===== src/rtl/qed_pkg.sv =====
// rtl/qed_pkg.sv - shared constants and FSM encoding for the QED issue scheduler
package qed_pkg;

  localparam logic [31:0] QED_NOP     = 32'h00000013;
  localparam int          QED_COUNT_W = 8;

  typedef enum logic [1:0] {
    QED_PASS  = 2'd0,
    QED_RUN   = 2'd1,
    QED_DRAIN = 2'd2,
    QED_DONE  = 2'd3
  } qed_state_e;

endpackage


===== src/rtl/qed_orig_fifo.sv =====
// rtl/qed_orig_fifo.sv - DEPTH x 32 originals buffer, extra-bit pointers, no bypass
module qed_orig_fifo #(
  parameter int DEPTH = 16
) (
  input  logic        clk,
  input  logic        rst,
  input  logic        push,
  input  logic        pop,
  input  logic [31:0] wdata,
  output logic [31:0] rdata,
  output logic        full,
  output logic        empty,
  output logic        last
);

  localparam int            AW      = $clog2(DEPTH);
  localparam logic [AW:0]   PTR_ONE = (AW + 1)'(1);

  logic [31:0] r_mem [DEPTH];
  logic [AW:0] r_wr_ptr;
  logic [AW:0] r_rd_ptr;
  logic [AW:0] w_rd_ptr_inc;

  assign w_rd_ptr_inc = r_rd_ptr + PTR_ONE;
  assign empty        = (r_wr_ptr == r_rd_ptr);
  assign full         = (r_wr_ptr[AW] != r_rd_ptr[AW]) &&
                        (r_wr_ptr[AW-1:0] == r_rd_ptr[AW-1:0]);
  // One entry left: the pop in progress empties the buffer.
  assign last         = (w_rd_ptr_inc == r_wr_ptr);
  assign rdata        = r_mem[r_rd_ptr[AW-1:0]];

  always_ff @(posedge clk) begin
    if (push && !full) begin
      r_mem[r_wr_ptr[AW-1:0]] <= wdata;
    end
  end

  always_ff @(posedge clk) begin
    if (rst) begin
      r_wr_ptr <= '0;
      r_rd_ptr <= '0;
    end else begin
      if (push && !full) begin
        r_wr_ptr <= r_wr_ptr + PTR_ONE;
      end
      if (pop && !empty) begin
        r_rd_ptr <= w_rd_ptr_inc;
      end
    end
  end

endmodule


===== src/rtl/qed_issue_ctrl.sv =====
// rtl/qed_issue_ctrl.sv - QED issue scheduler: originals, buffered duplicates, check point
// Optional: QED_FORCE_DUP_ON_FULL_EN forces a duplicate whenever the buffer is full in QED.
module qed_issue_ctrl
  import qed_pkg::*;
#(
  parameter int DEPTH   = 16,
  parameter int COUNT_W = QED_COUNT_W
) (
  input  logic               clk,
  input  logic               rst,
  input  logic               ena,
  input  logic               exec_dup,
  input  logic               qed_end,
  input  logic               stall_IF,
  input  logic [31:0]        ifu_instruction,
  input  logic               ifu_valid,
  output logic               ifu_ready,
  output logic [31:0]        dup_src_instruction,
  input  logic [31:0]        qed_instruction,
  output logic [31:0]        qic_qimux_instruction,
  output logic               qic_valid,
  output logic               qic_is_dup,
  output logic [COUNT_W-1:0] num_orig,
  output logic [COUNT_W-1:0] num_dup,
  output logic               qed_ready
);

  localparam logic [COUNT_W-1:0] CNT_ONE = COUNT_W'(1);

  qed_state_e         r_state;
  qed_state_e         w_state_nxt;
  logic [31:0]        r_instr;
  logic               r_valid;
  logic               r_is_dup;
  logic [COUNT_W-1:0] r_num_orig;
  logic [COUNT_W-1:0] r_num_dup;
  logic               r_sat;
  logic               r_qed_ready;

  logic [31:0]        w_instr_nxt;
  logic               w_valid_nxt;
  logic               w_dup_nxt;
  logic               w_push;
  logic               w_pop;
  logic               w_full;
  logic               w_empty;
  logic               w_last;
  logic               w_dup_req;
  logic [31:0]        w_rd_data;

  qed_orig_fifo #(.DEPTH(DEPTH)) u_fifo (
    .clk   (clk),
    .rst   (rst),
    .push  (w_push),
    .pop   (w_pop),
    .wdata (ifu_instruction),
    .rdata (w_rd_data),
    .full  (w_full),
    .empty (w_empty),
    .last  (w_last)
  );

`ifdef QED_FORCE_DUP_ON_FULL_EN
  assign w_dup_req = exec_dup || w_full;
`else
  assign w_dup_req = exec_dup;
`endif

  assign dup_src_instruction   = w_empty ? QED_NOP : w_rd_data;
  assign qic_qimux_instruction = r_instr;
  assign qic_valid             = r_valid;
  assign qic_is_dup            = r_is_dup;
  assign num_orig              = r_num_orig;
  assign num_dup               = r_num_dup;
  assign qed_ready             = r_qed_ready;

  always_comb begin
    w_state_nxt = r_state;
    w_instr_nxt = QED_NOP;
    w_valid_nxt = 1'b0;
    w_dup_nxt   = 1'b0;
    w_push      = 1'b0;
    w_pop       = 1'b0;
    ifu_ready   = 1'b0;
    if (!stall_IF) begin
      case (r_state)
        QED_PASS: begin
          ifu_ready = 1'b1;
          if (ifu_valid) begin
            w_instr_nxt = ifu_instruction;
            w_valid_nxt = 1'b1;
          end
          if (ena) w_state_nxt = QED_RUN;
        end
        QED_RUN: begin
          if (w_dup_req && !w_empty) begin
            w_pop       = 1'b1;
            w_instr_nxt = qed_instruction;
            w_valid_nxt = 1'b1;
            w_dup_nxt   = 1'b1;
          end else if (!w_full) begin
            ifu_ready = 1'b1;
            if (ifu_valid) begin
              w_push      = 1'b1;
              w_instr_nxt = ifu_instruction;
              w_valid_nxt = 1'b1;
            end
          end
          if (qed_end)  w_state_nxt = QED_DRAIN;
          else if (!ena) w_state_nxt = QED_PASS;
        end
        QED_DRAIN: begin
          // Draining with nothing buffered would otherwise never complete.
          if (w_empty) begin
            w_state_nxt = QED_DONE;
          end else if (exec_dup) begin
            w_pop       = 1'b1;
            w_instr_nxt = qed_instruction;
            w_valid_nxt = 1'b1;
            w_dup_nxt   = 1'b1;
            if (w_last) w_state_nxt = QED_DONE;
          end
        end
        default: ;
      endcase
    end
  end

  always_ff @(posedge clk) begin
    if (rst) begin
      r_state     <= QED_PASS;
      r_instr     <= QED_NOP;
      r_valid     <= 1'b0;
      r_is_dup    <= 1'b0;
      r_num_orig  <= '0;
      r_num_dup   <= '0;
      r_sat       <= 1'b0;
      r_qed_ready <= 1'b0;
    end else begin
      if (!stall_IF) begin
        r_state  <= w_state_nxt;
        r_instr  <= w_instr_nxt;
        r_valid  <= w_valid_nxt;
        r_is_dup <= w_dup_nxt;
        if (w_push && (r_num_orig != '1)) r_num_orig <= r_num_orig + CNT_ONE;
        if (w_pop && (r_num_dup != '1))   r_num_dup  <= r_num_dup + CNT_ONE;
      end
      r_sat       <= r_sat || (&r_num_orig) || (&r_num_dup);
      r_qed_ready <= (r_state == QED_DONE) && (r_num_orig == r_num_dup) &&
                     w_empty && !r_sat;
    end
  end

endmodule


===== config.mk =====
export PLATFORM = sky130hd
export DESIGN_NAME = qed_issue_ctrl
export DESIGN_NICKNAME = d
export VERILOG_FILES = /design/src/rtl/qed_pkg.sv /design/src/rtl/qed_orig_fifo.sv /design/src/rtl/qed_issue_ctrl.sv
export SDC_FILE = /design/constraint.sdc
export NUM_CORES = 1
export LEC_CHECK = 0
export BUFFER_PORTS_ARGS = -buffer_cell sky130_fd_sc_hd__clkbuf_2
export CAP_MARGIN = 20
export CORE_MARGIN = 5
export CORE_UTILIZATION = 32
export CTS_BUF_LIST = sky130_fd_sc_hd__clkbuf_8
export DETAILED_ROUTE_END_ITERATION = 6
export PLACE_DENSITY_LB_ADDON = 0.3
export SYNTH_ARGS = -nofsm -noshare
export SYNTH_HDL_FRONTEND = slang
export SYNTH_HIERARCHICAL = 1
export SYNTH_SLANG_ARGS = --single-unit

===== constraint.sdc =====
create_clock -name clk -period 6.9 [get_ports clk]
set_clock_uncertainty 0.05 [all_clocks]
set_input_delay 0.345 -clock clk [delete_from_list [all_inputs] [get_ports clk]]
set_output_delay 0.345 -clock clk [all_outputs]
set_load 0.01 [all_outputs]

==> flow_metrics.py, run 1 <==
metrics = {
    "outcome": {
        "run_status": "complete, no violations",
    },
    "global_route": {
        "track_usage": 0.141,
        "grt_pass1_wl_um": 83600,
        "grt_max_degree": 62,
        "grt_antenna_before_repair": 0,
        "grt.overflow.total": 0,
        "grt_pass1_vias": 13400,
    },
    "worst_hold_path": {
        "worstHoldPathCells": 1,
        "min_path_type": "in -> reg",
    },
    "worst_setup_path": {
        "max_stage_delay_ps": 650,
        "arrival_ps": 4710,
        "cp_common_cell": "nor2_4",
        "cp.buffers_inverters": 2,
        "worstPathMaxFanout": 22,
        "path_cells": "xnor2_2, nand4_2, nor2_4, nor2b_2, or3_1, inv_1, o211ai_1, nor2_4, buf_4",
        "cpMaxStageDelayCell": "dfxtp_1",
        "crit_path_end_kind": "flip-flop",
        "path_class": "reg -> reg",
        "start_kind": "flip-flop",
        "cp_top_family": "simple AND/OR/NAND/NOR gates",
        "cp.required_ps": 7170,
        "worst_r2r_path_depth": 9,
        "cp.depth": 9,
    },
    "routing": {
        "first_pass_iters": 5,
        "drt_iter0_markers": 864,
        "wl_um": 55400,
        "postRouteAntennaNets": 0,
        "vias": 12500,
        "drc_errors": 0,
        "vias_per_cell": 4.99,
        "wl_per_cell_um": 22.1,
    },
    "cts": {
        "cts-buffers-inserted": 96,
        "root_buffer": "clkbuf_8",
        "post_cts_resized": 0,
        "clk_pin_slew_ps": 60,
        "ctsLongestPathBuffers": 3,
        "cts_setup_buffers": 0,
        "h-tree-depth": 3,
        "clock_sinks": 580,
        "cts_hold_buf": 33,
        "clk_latency_ps": 650,
        "cts_tree": "yes",
    },
    "place": {
        "dp_cells": 2292,
        "place_congestion": 0.768,
        "dp_hpwl_um": 32300,
        "io_buffers": 154,
    },
    "layout": {
        "fillers": 6537,
        "final_layout_size_suffix_gt1_frac": 0.304,
        "areaGrowthSynthToFinish_pct": 18.0,
        "nNetsFinal": 1558,
        "final_cells": 2501,
    },
    "power_and_ir_drop": {
        "peakVddDrop_mv": 0.115,
        "powerDensity_nw_per_um2": 256,
        "p_leak_nw": 9.12,
    },
    "timing": {
        "tns_ps": 0,
        "worstMarginPinSlew_ps": 974,
        "rsz0062_at_grt": "false",
        "layout_min_cycle_time_ps": 4440,
        "slew_violations": 0,
        "setup_viol": 0,
        "finalHoldViolations": 0,
        "slew_headroom": 0.344,
        "fmax_mhz": 225,
        "period_share": 0.643,
    },
    "die": {
        "initial_core_util": 0.322,
        "die_w_um": 278,
        "io_pins": 155,
        "core_area_um2": 71200,
        "die_h_um": 278,
        "rows": 98,
        "die_area_um2": 77100,
    },
    "synth": {
        "synth_nets": 1313,
        "syn_avg_cell_area_um2": 18.6,
        "synth.yosys.warnings": 6,
        "async_flop_share": 0,
        "synth.most_common_cell": "edfxtp_1",
        "synth_cells": 1229,
        "yosysSeqAreaShare": 0.730,
        "yosys-top-cells-area": "edfxtp_1 (67%), mux4_2 (13%), dfxtp_1 (5.9%)",
        "yosysUniqueCellTypes": 55,
        "syn-cell-area_um2": 22900,
        "synth_largest_area_cell": "edfxtp_1",
        "synth_seq_cells": 580,
        "ys.flop_type": "edfxtp_1",
        "synth_common_cells": "edfxtp_1 (512), mux4_2 (128), dfxtp_1 (68)",
        "synth_top_area_frac": 0.671,
        "synth_edf_count": 512,
    },
    "job": {
        "maxCapViolCount": 0,
    },
}
-- kinds of logic (layout without fill, tap and decap cells) --
kind of cell    after synthesis  count (layout)  synth area share
compound gates              191             191            0.0613
xor+xnor                     18              18           0.00721
fa+ha+maj                    13              13           0.00710
buf+inv                      86             407            0.0175
flops                       580             580             0.730
mux                         135             135             0.129
other cells                   0               1                 0
simple gates                206             206            0.0478
-- state kept, by name (all words and copies together), names as in the netlist, named ones only --
register,cells
num_orig,8
u_fifo/r_mem,512
u_fifo/r_wr_ptr,5
r_state,2
qed_ready,1
r_sat,1
qic_is_dup,1
qic_valid,1
u_fifo/r_rd_ptr,5
num_dup,8
qic_qimux_instruction,32
-- power breakdown --
part           leakage [nW]  switching, W  internal [W]
Clock                  1.02       0.00134       0.00137
Sequential             5.15     0.0000145       0.00383
Combinational          2.95      0.000214      0.000128
-- area by class of cell --
| class | instances | area (µm²) | area share |
|---|---|---|---|
| repair buffers | 217 | 1380 | 0.0510 |
| clock inverters | 75 | 362 | 0.0134 |
| flip-flops and latches | 580 | 16700 | 0.619 |
| diodes | 1 | 2.50 | 0.0000926 |
| well taps | 950 | 1190 | 0.0440 |
| multi-input cells | 563 | 5940 | 0.220 |
| inverters | 16 | 60.1 | 0.00222 |
| clock buffers | 99 | 1360 | 0.0504 |
-- worst paths after layout --
kind	endpoint	from	slack, ps
min	u_fifo/r_mem[14][19]	ifu_instruction[19]	70
max reg2reg	u_fifo/r_mem[6][6]	u_fifo/r_wr_ptr[2]	2460
min reg2reg	qic_is_dup	qic_is_dup	430
max	u_fifo/r_mem[6][6]	u_fifo/r_wr_ptr[2]	2460
-- layer usage --
metal / track usage / part of all wire / vias up
li1: - / - / 5536
met1: 0.191 / 0.44 / 6492
met2: 0.233 / 0.49 / 368
met3: 0.0297 / 0.051 / 77
met4: 0.0401 / 0.022 / 0
met5: 0 / 0 / -
-- worst reg2reg max path, delay by kind of cell (launching register included) --
family	cells	cell delay, ps
and+or+nand+nor	5	2060
AOI/OAI and AO/OA	1	390
xor gates and xnor gates	1	200
DFF	1	650
buffers and inverters	2	760
-- through the flow --
stage	total power [W]	util	setup WS [ps]	cell area, µm²	hold WS [ps]
6_report	0.00691	0.380	2460	27000	70.8
2_1_floorplan	0.00408	-	1600	22900	394
3_3_place_gp	0.00425	0.350	2560	24900	413
3_5_place_dp	0.00426	0.350	2500	25000	415
4_1_cts	0.00701	0.379	2490	27000	15.5
5_1_grt	0.00719	0.379	2200	27000	41.4
-- cells in the final DEF (no fill, tap or decap), types with 11 or more instances in the layout --
master,instances
a21o_1,30
a21oi_1,18
a22o_1,29
a22oi_1,64
buf_4,27
clkbuf_2,154
clkbuf_8,99
clkinv_1,20
clkinv_2,12
dfxtp_1,66
dlygate4sd3_1,33
edfxtp_1,512
ha_1,13
inv_1,52
mux4_2,128
nand2_1,57
nand3_1,15
nor2_1,17
nor2_4,15
nor2b_1,28
o21ai_0,11
xnor2_1,15
No activity file was read; power rests on OpenSTA's default activity.
==> run 2: changes to the inputs <==
Clock period 6.9 ns to 4 ns, I/O delays scaled along.
==> flow_metrics.py, run 2 (synthesized netlist as in run 1, its figures left out) <==
metrics = {
    "cts": {
        "cts-buffers-inserted": 98,
        "clk_pin_slew_ps": 60,
        "clock_sinks": 580,
        "ctsLongestPathBuffers": 3,
        "clk_latency_ps": 690,
        "root_buffer": "clkbuf_8",
        "cts_tree": "yes",
        "post_cts_resized": 0,
        "h-tree-depth": 3,
    },
    "global_route": {
        "track_usage": 0.149,
        "grt_max_degree": 52,
        "grt_antenna_before_repair": 2,
        "grt_pass1_vias": 14000,
        "grt.overflow.total": 0,
        "grt_pass1_wl_um": 87700,
    },
    "worst_setup_path": {
        "crit_path_start": "u_fifo/r_wr_ptr[3]",
        "cp.required_ps": 4550,
        "start_kind": "flip-flop",
        "regToRegSetupSlack_ps": 290,
        "timing.rr.end": "qic_qimux_instruction[6]",
        "worstPathMaxFanout": 35,
        "crit_path_end_kind": "flip-flop",
        "critical_path.endpoint": "qic_qimux_instruction[6]",
        "rr_startpoint": "u_fifo/r_wr_ptr[3]",
        "worst_r2r_path_depth": 10,
        "arrival_ps": 4260,
        "path_class": "reg -> reg",
    },
    "die": {
        "die_w_um": 278,
        "rows": 98,
        "io_pins": 155,
        "initial_core_util": 0.322,
        "core_area_um2": 71200,
        "die_h_um": 278,
        "die_area_um2": 77100,
    },
    "routing": {
        "wl_um": 58200,
        "vias_per_cell": 5.03,
        "wl_per_cell_um": 22.4,
        "vias": 13100,
        "first_pass_iters": 7,
        "drc_errors": 0,
        "postRouteAntennaNets": 0,
        "drt_iter0_markers": 1051,
    },
    "outcome": {
        "run_status": "complete, no violations",
    },
    "power_and_ir_drop": {
        "p_leak_nw": 9.61,
        "powerDensity_nw_per_um2": 431,
        "peakVddDrop_mv": 0.230,
    },
    "place": {
        "io_buffers": 154,
        "dp_hpwl_um": 34700,
        "place_congestion": 0.799,
    },
    "timing": {
        "period_share": 0.927,
        "layout_min_cycle_time_ps": 3710,
        "setup_viol": 0,
        "finalHoldViolations": 0,
        "whs_ps": 117,
        "slew_headroom": 0.321,
        "tns_ps": 0,
        "worstMarginPinSlew_ps": 1010,
        "fmax_mhz": 270,
        "rsz0062_at_grt": "false",
        "slew_violations": 0,
    },
    "layout": {
        "largest_reg_flops": 512,
        "areaGrowthSynthToFinish_pct": 22.4,
        "mostFrequentLayoutCell": "edfxtp_1",
        "fillers": 6501,
        "final_cell_mix": "edfxtp_1 (512), clkbuf_2 (154), mux4_2 (128), dlygate4sd3_1 (104), clkbuf_8 (98)",
        "nNetsFinal": 1655,
        "final_layout_size_suffix_gt1_frac": 0.299,
    },
    "worst_hold_path": {
        "min_path_type": "in -> reg",
    },
    "job": {
        "maxCapViolCount": 0,
    },
}
==> run 2: how the worst min path moves through the flow <==
stage / cells past startpoint / slack, ps / from / endpoint
after CTS: 5 / 20 / exec_dup / num_dup[0]
after detailed placement: 2 / 410 / qic_is_dup / qic_is_dup
after global placement: 2 / 410 / qic_valid / qic_valid
after floorplan: 0 / 250 / ifu_instruction[0] / u_fifo/r_mem[0][0]
final: 5 / 120 / exec_dup / num_dup[0]
after global routing: 5 / 100 / exec_dup / num_dup[0]
==> run 2: power by group <==
part	switching [W]	internal (W)
clock	0.00235	0.00242
sequential	0.0000259	0.00661
combinational	0.000395	0.000268
total	0.00277	0.00930
==> run 2: routing by layer <==
layer | vias up | wire length, µm | share of wire | global-route usage
met3 | 82 | 3240 | 0.056 | 0.0298
met4 | 2 | 1020 | 0.017 | 0.0418
met1 | 6860 | 25700 | 0.44 | 0.204
met5 | - | 11 | 0.00019 | 0
met2 | 397 | 28300 | 0.49 | 0.244
li1 | 5733 | - | - | -
==> run 2: layout make-up <==
type,instances,area (µm²),share of cell area
Clock buffer,98,1350,0.0481
Tap cell,950,1190,0.0424
Multi-Input combinational cell,563,5960,0.213
Inverter,16,60.1,0.00214
Antenna cell,1,2.50,0.0000892
Sequential cell,580,16700,0.597
Clock inverter,80,409,0.0146
Timing Repair Buffer,312,2330,0.0831
==> run 2: through the flow <==
step,setup WS [ps],std cells,utilization,total power [W],instance area (µm²)
final,292,2600,0.394,0.0121,28000
after global routing,71.5,2600,0.394,0.0126,28000
after CTS,226,2599,0.394,0.0123,28000
after detailed placement,387,2317,0.354,0.00736,25200
after global placement,441,2317,0.354,0.00735,25200
after floorplan,-448,1229,-,0.00704,23000
==> run 2: worst max-delay path: stages (launching register included) <==
cell and delay, ps:
dfxtp_1 730, xnor2_1 210, nand4_2 190, nor2_4 130, buf_4 480, nand2b_4 270, a31oi_1 160, nor2_4 450
buf_12 250, a21o_1 130, dlygate4sd3_1 540
==> run 2: what timing repair did <==
item | CTS | global route
buffers inserted | 0 | 0
endpoints found under the hold margin | 554 | 0
hold buffers | 104 | 0
